**config.mk**
```make
export PLATFORM = sky130hd
export DESIGN_NAME = color_gather
export DESIGN_NICKNAME = d
export VERILOG_FILES = /design/src/rtl/color_pkg.sv /design/src/rtl/color_gather.sv
export SDC_FILE = /design/constraint.sdc
export NUM_CORES = 1
export LEC_CHECK = 0
export CAP_MARGIN = 0
export CELL_PAD_IN_SITES_DETAIL_PLACEMENT = 1
export CELL_PAD_IN_SITES_GLOBAL_PLACEMENT = 1
export CORE_MARGIN = 2
export CORE_UTILIZATION = 44
export DETAILED_ROUTE_END_ITERATION = 10
export GPL_ROUTABILITY_DRIVEN = 0
export HOLD_SLACK_MARGIN = 0.08
export MAX_ROUTING_LAYER = met4
export PLACE_DENSITY = 0.89
export SKIP_CTS_REPAIR_TIMING = 1
export SYNTH_ARGS = -nofsm -noshare
export SYNTH_HDL_FRONTEND = slang
export SYNTH_SLANG_ARGS = --single-unit
export TNS_END_PERCENT = 10
```
**constraint.sdc**
```tcl
create_clock -name clk -period 2.7 [get_ports clk]
set_clock_uncertainty 0.05 [all_clocks]
set_input_delay 0.675 -clock clk [delete_from_list [all_inputs] [get_ports clk]]
set_output_delay 0.675 -clock clk [all_outputs]
set_load 0.005 [all_outputs]
```
**src/rtl/color_pkg.sv**
```systemverilog
// Shared colour datapath types, used by the r/g/b serializer and by color_gather.
package color_pkg;

  localparam int COLOR_W = 24;

  typedef struct packed {
    logic [7:0] r;
    logic [7:0] g;
    logic [7:0] b;
  } t_color;

endpackage

```
**src/rtl/color_gather.sv**
```systemverilog
// Deserializer: collects DN r/g/b beats into a frame and hands it downstream with
// valid/ready. The assembly buffer and output register let the next frame fill while one waits.
module color_gather
  import color_pkg::*;
#(
  parameter int DN = 4,
  localparam int CW = (DN > 1) ? $clog2(DN) : 1
) (
  input  logic          clk,
  input  logic          rst,
  input  logic          abort,
  input  logic          in_vld,
  output logic          in_rdy,
  input  logic [7:0]    r,
  input  logic [7:0]    g,
  input  logic [7:0]    b,
  output logic          out_vld,
  input  logic          out_rdy,
  output t_color        color [DN-1:0],
  output logic [CW-1:0] cnt
);

  localparam logic [CW-1:0] LAST = CW'(DN - 1);

  logic [CW-1:0] cnt_q, cnt_d;
  logic          out_vld_q, out_vld_d;
  t_color        color_q [DN-1:0];
  t_color        color_d [DN-1:0];
  t_color        load_frame [DN-1:0];
  t_color        beat;
  logic          is_last;
  logic          beat_fire;
  logic          frame_fire;

  assign beat       = {r, g, b};
  assign is_last    = (cnt_q == LAST);
  assign in_rdy     = !abort && !(is_last && out_vld_q && !out_rdy);
  assign beat_fire  = in_vld && in_rdy;
  assign frame_fire = out_vld_q && out_rdy;

  assign load_frame[DN-1] = beat;

  // With DN=1 every beat is the last one, so there is nothing to buffer.
  generate
    if (DN > 1) begin : g_asm
      t_color asm_q [DN-2:0];
      t_color asm_d [DN-2:0];
      logic   asm_wr;

      assign asm_wr = beat_fire && !is_last;

      always_comb begin
        for (int j = 0; j < DN - 1; j++) begin
          asm_d[j] = asm_q[j];
          if (asm_wr && (cnt_q == CW'(j))) begin
            asm_d[j] = beat;
          end
        end
      end

      always_ff @(posedge clk) begin
        if (rst) begin
          for (int j = 0; j < DN - 1; j++) begin
            asm_q[j] <= '0;
          end
        end else begin
          asm_q <= asm_d;
        end
      end

      for (genvar j = 0; j < DN - 1; j++) begin : g_tap
        assign load_frame[j] = asm_q[j];
      end
    end
  endgenerate

  // A last beat arriving while the frame drains reloads the register and keeps out_vld high.
  always_comb begin
    cnt_d     = cnt_q;
    out_vld_d = out_vld_q;
    color_d   = color_q;
    if (frame_fire) begin
      out_vld_d = 1'b0;
    end
    if (abort) begin
      cnt_d = '0;
    end else if (beat_fire) begin
      if (is_last) begin
        color_d   = load_frame;
        out_vld_d = 1'b1;
        cnt_d     = '0;
      end else begin
        cnt_d = cnt_q + CW'(1);
      end
    end
  end

  always_ff @(posedge clk) begin
    if (rst) begin
      cnt_q     <= '0;
      out_vld_q <= 1'b0;
      for (int j = 0; j < DN; j++) begin
        color_q[j] <= '0;
      end
    end else begin
      cnt_q     <= cnt_d;
      out_vld_q <= out_vld_d;
      color_q   <= color_d;
    end
  end

  assign out_vld = out_vld_q;
  assign cnt     = cnt_q;
  assign color   = color_q;

endmodule

```
==> flow_summary.yaml <==
run_status:
  status: "complete, no violations"
setup_path:
  reg2reg_depth: 4
  critical_path.max_fanout: 10
  worst_setup_path_start_kind: "register"
  crit_path_end_kind: "output pin"
  arrival_time_at_the_worst_endpoint_ns: 1.63
  critical_path.max_stage_delay_ns: 0.44
  crit_required_ns: 1.98
  timing_worst_setup_path_type: "reg -> out"
  crit_chain: "ha_2 -> and3b_1 -> nor2_1 -> dlymetal6s2s_1"
  critPathSlowestCell: "sky130_fd_sc_hd__dfxtp_1"
yosys:
  synthesis.area_um2: 6780
  synth-edff-count: 0
  synth_top_flop_cell: "sky130_fd_sc_hd__dfxtp_1"
  postSynthNetCount: 632
  synth_cells: 599
  ys_warn_count: 0
  synthMostInstantiatedCell: "sky130_fd_sc_hd__nand2b_1"
  synth_sequential_area_ratio: 0.505
  unique_cell_type_count_in_the_yosys_netlist: 19
  ys_seq_elements: 171
  syn_avg_cell_area_um2: 11.3
  synth_top_cell_area_share: 0.505
  synth_top_cells_by_area: "sky130_fd_sc_hd__dfxtp_1 (51%), sky130_fd_sc_hd__mux2i_1 (25%), sky130_fd_sc_hd__nand2b_1 (18%)"
  netlist.top_cell.by_area: "sky130_fd_sc_hd__dfxtp_1"
  synth_async_sr_flop_share: 0
  synth.cells.most_frequent: "sky130_fd_sc_hd__nand2b_1 (193), sky130_fd_sc_hd__dfxtp_1 (171), sky130_fd_sc_hd__mux2i_1 (168), sky130_fd_sc_hd__clkbuf_1 (22), sky130_fd_sc_hd__buf_6 (14)"
power_and_ir_drop:
  leakagePower_nw: 3.77
  power_per_cell_area_nw_per_um2: 614
  vdd.ir_drop.worst_mv: 0.518
  finalPower_mw: 5.44
clock_network:
  cts_tree: "built"
  clock_latency_on_the_worst_skew_pair_ns: 0.43
  numCtsBuffers: 17
  library_cell_used_as_clock_root_buffer: "sky130_fd_sc_hd__clkbuf_16"
  clock_transition_at_the_register_clock_pins_on_the_worst_setup_and_hold_paths_after_cts_ns: 0.07
  clock_tree.htree_level_count: 4
  clk_path_buf_depth: 2
  cts_num_sinks: 171
routing:
  vias: 4573
  drt_drc_violations_left: 0
  post_drt_wl_per_cell_um: 18.4
  post_drt_via_cell_ratio: 4.97
  ant_nets: 0
  wl_um: 16900
  first_pass_iters: 4
  drt_iter0_drc: 192
sta:
  finalSetupTns_ns: 0
  finalSetupViolations: 0
  layout_setup_ws_ns: 0.347
  timing.final.crit_share: 0.871
  hold_viol_final: 0
  layout_min_cycle_time_ns: 2.35
  timing.max_slew.rel_slack: 0.693
  rsz0062_at_grt: "no"
  timing.fmax_ghz: 0.425
  worstMarginPinSlew_ns: 0.460
  drv_slew: 0
place:
  preCtsSetupSlack_ns: 0.00793
  detailed_place_hpwl_um: 11600
  numPortBuffers: 128
flow_run:
  cap_violations: 0
floorplanning:
  die_x_um: 128
  die-area_um2: 16400
  die_h_um: 128
  initial_core_util: 0.447
  core_area_um2: 15100
  std_cell_rows: 45
  ioPinCount: 129
final_layout:
  antenna_cells: 0
  syn2layout_area_growth_pct: 30.8
  fillers: 1514
  post_route_cells_drive_above_1_share: 0.0656
  num-nets-final: 752
  final_core_utilization: 0.585
global_route:
  grt_max_degree: 65
  first_global_vias: 5036
  number_of_antenna_violations_at_the_first_check_in_global_routing: 0
  grt_overflow_total: 0
  grt_pass1_wl_um: 27000
  gr-usage-all-layers: 0.221
hold_path:
  hold_path_depth: 2
  min-delay-path-class: "reg -> reg"
## power breakdown
part           switching [mW]  internal, mW
sequential            0.00893          2.55
clock                   0.987          1.67
combinational           0.112         0.122
total                    1.11          4.34
## kinds of logic after synthesis
logic type / after synthesis / share of synthesized area
muxes: 168 / 0.248
and+or+nand+nor: 206 / 0.193
buffers and inverters: 45 / 0.0423
adders and majority gates: 4 / 0.00739
DFF: 171 / 0.505
AOI/OAI and AO/OA: 5 / 0.00443
## flip-flops by register name (all words and copies together) (netlist names)
| register | count |
|---|---|
| g_asm.asm_q | 72 |
| cnt | 2 |
| out_vld | 1 |
| color | 96 |
## worst max-delay path: cells and delay by family (launching register included)
family | cells | cell delay (ns)
DFF | 1 | 0.44
adders and majority gates | 1 | 0.34
and+or+nand+nor | 2 | 0.27
buffers and inverters | 1 | 0.15
## per-stage QoR
stage	area, µm²	instances	hold WS, ns
after floorplan	6780	599	0.408
after global placement	8220	888	0.410
after detailed placement	8220	888	0.419
after CTS	8860	920	0.430
after global routing	8860	920	0.449
final	8860	920	0.425
## routing by layer
metal  track usage  share of wire  vias up
met5             -              0        -
met1         0.260           0.44     2239
li1              -              -     2216
met3        0.0492          0.039       23
met2         0.375           0.50       95
met4        0.0724          0.018        0
## cell usage in the layout, fill, tap and decap left out, drive strengths merged
cell type        n
nand3            1
o21ai            2
ha               4
buf             16
dlymetal6s2s     1
dfxtp          171
and3b            4
nor2             1
nor2b            1
bufinv           5
nand2b         193
a211oi           2
or3              1
inv              3
mux2i          168
clkinvlp         2
nand3b           4
and3             1
clkinv           4
a21oi            1
clkbuf          21
clkdlybuf4s50  126
## worst paths after layout
| kind | start | slack (ns) | to |
|---|---|---|---|
| worst max register to register | cnt[0] | 0.99 | color[10] |
| worst min-delay path | color[41] | 0.43 | color[41] |
| worst max-delay path | cnt[0] | 0.35 | in_rdy |
| worst min register to register | color[41] | 0.43 | color[41] |
## area by class of cell
type,count,area [µm²],share of cell area
timing repair buffer,143,1470,0.166
clock buffer,21,450,0.0508
clock inverter,11,193,0.0217
tap,188,235,0.0265
multi-input combinational,383,3080,0.348
inverter,3,11.3,0.00127
sequential,171,3420,0.386
No activity file was read; power rests on OpenSTA's default activity.
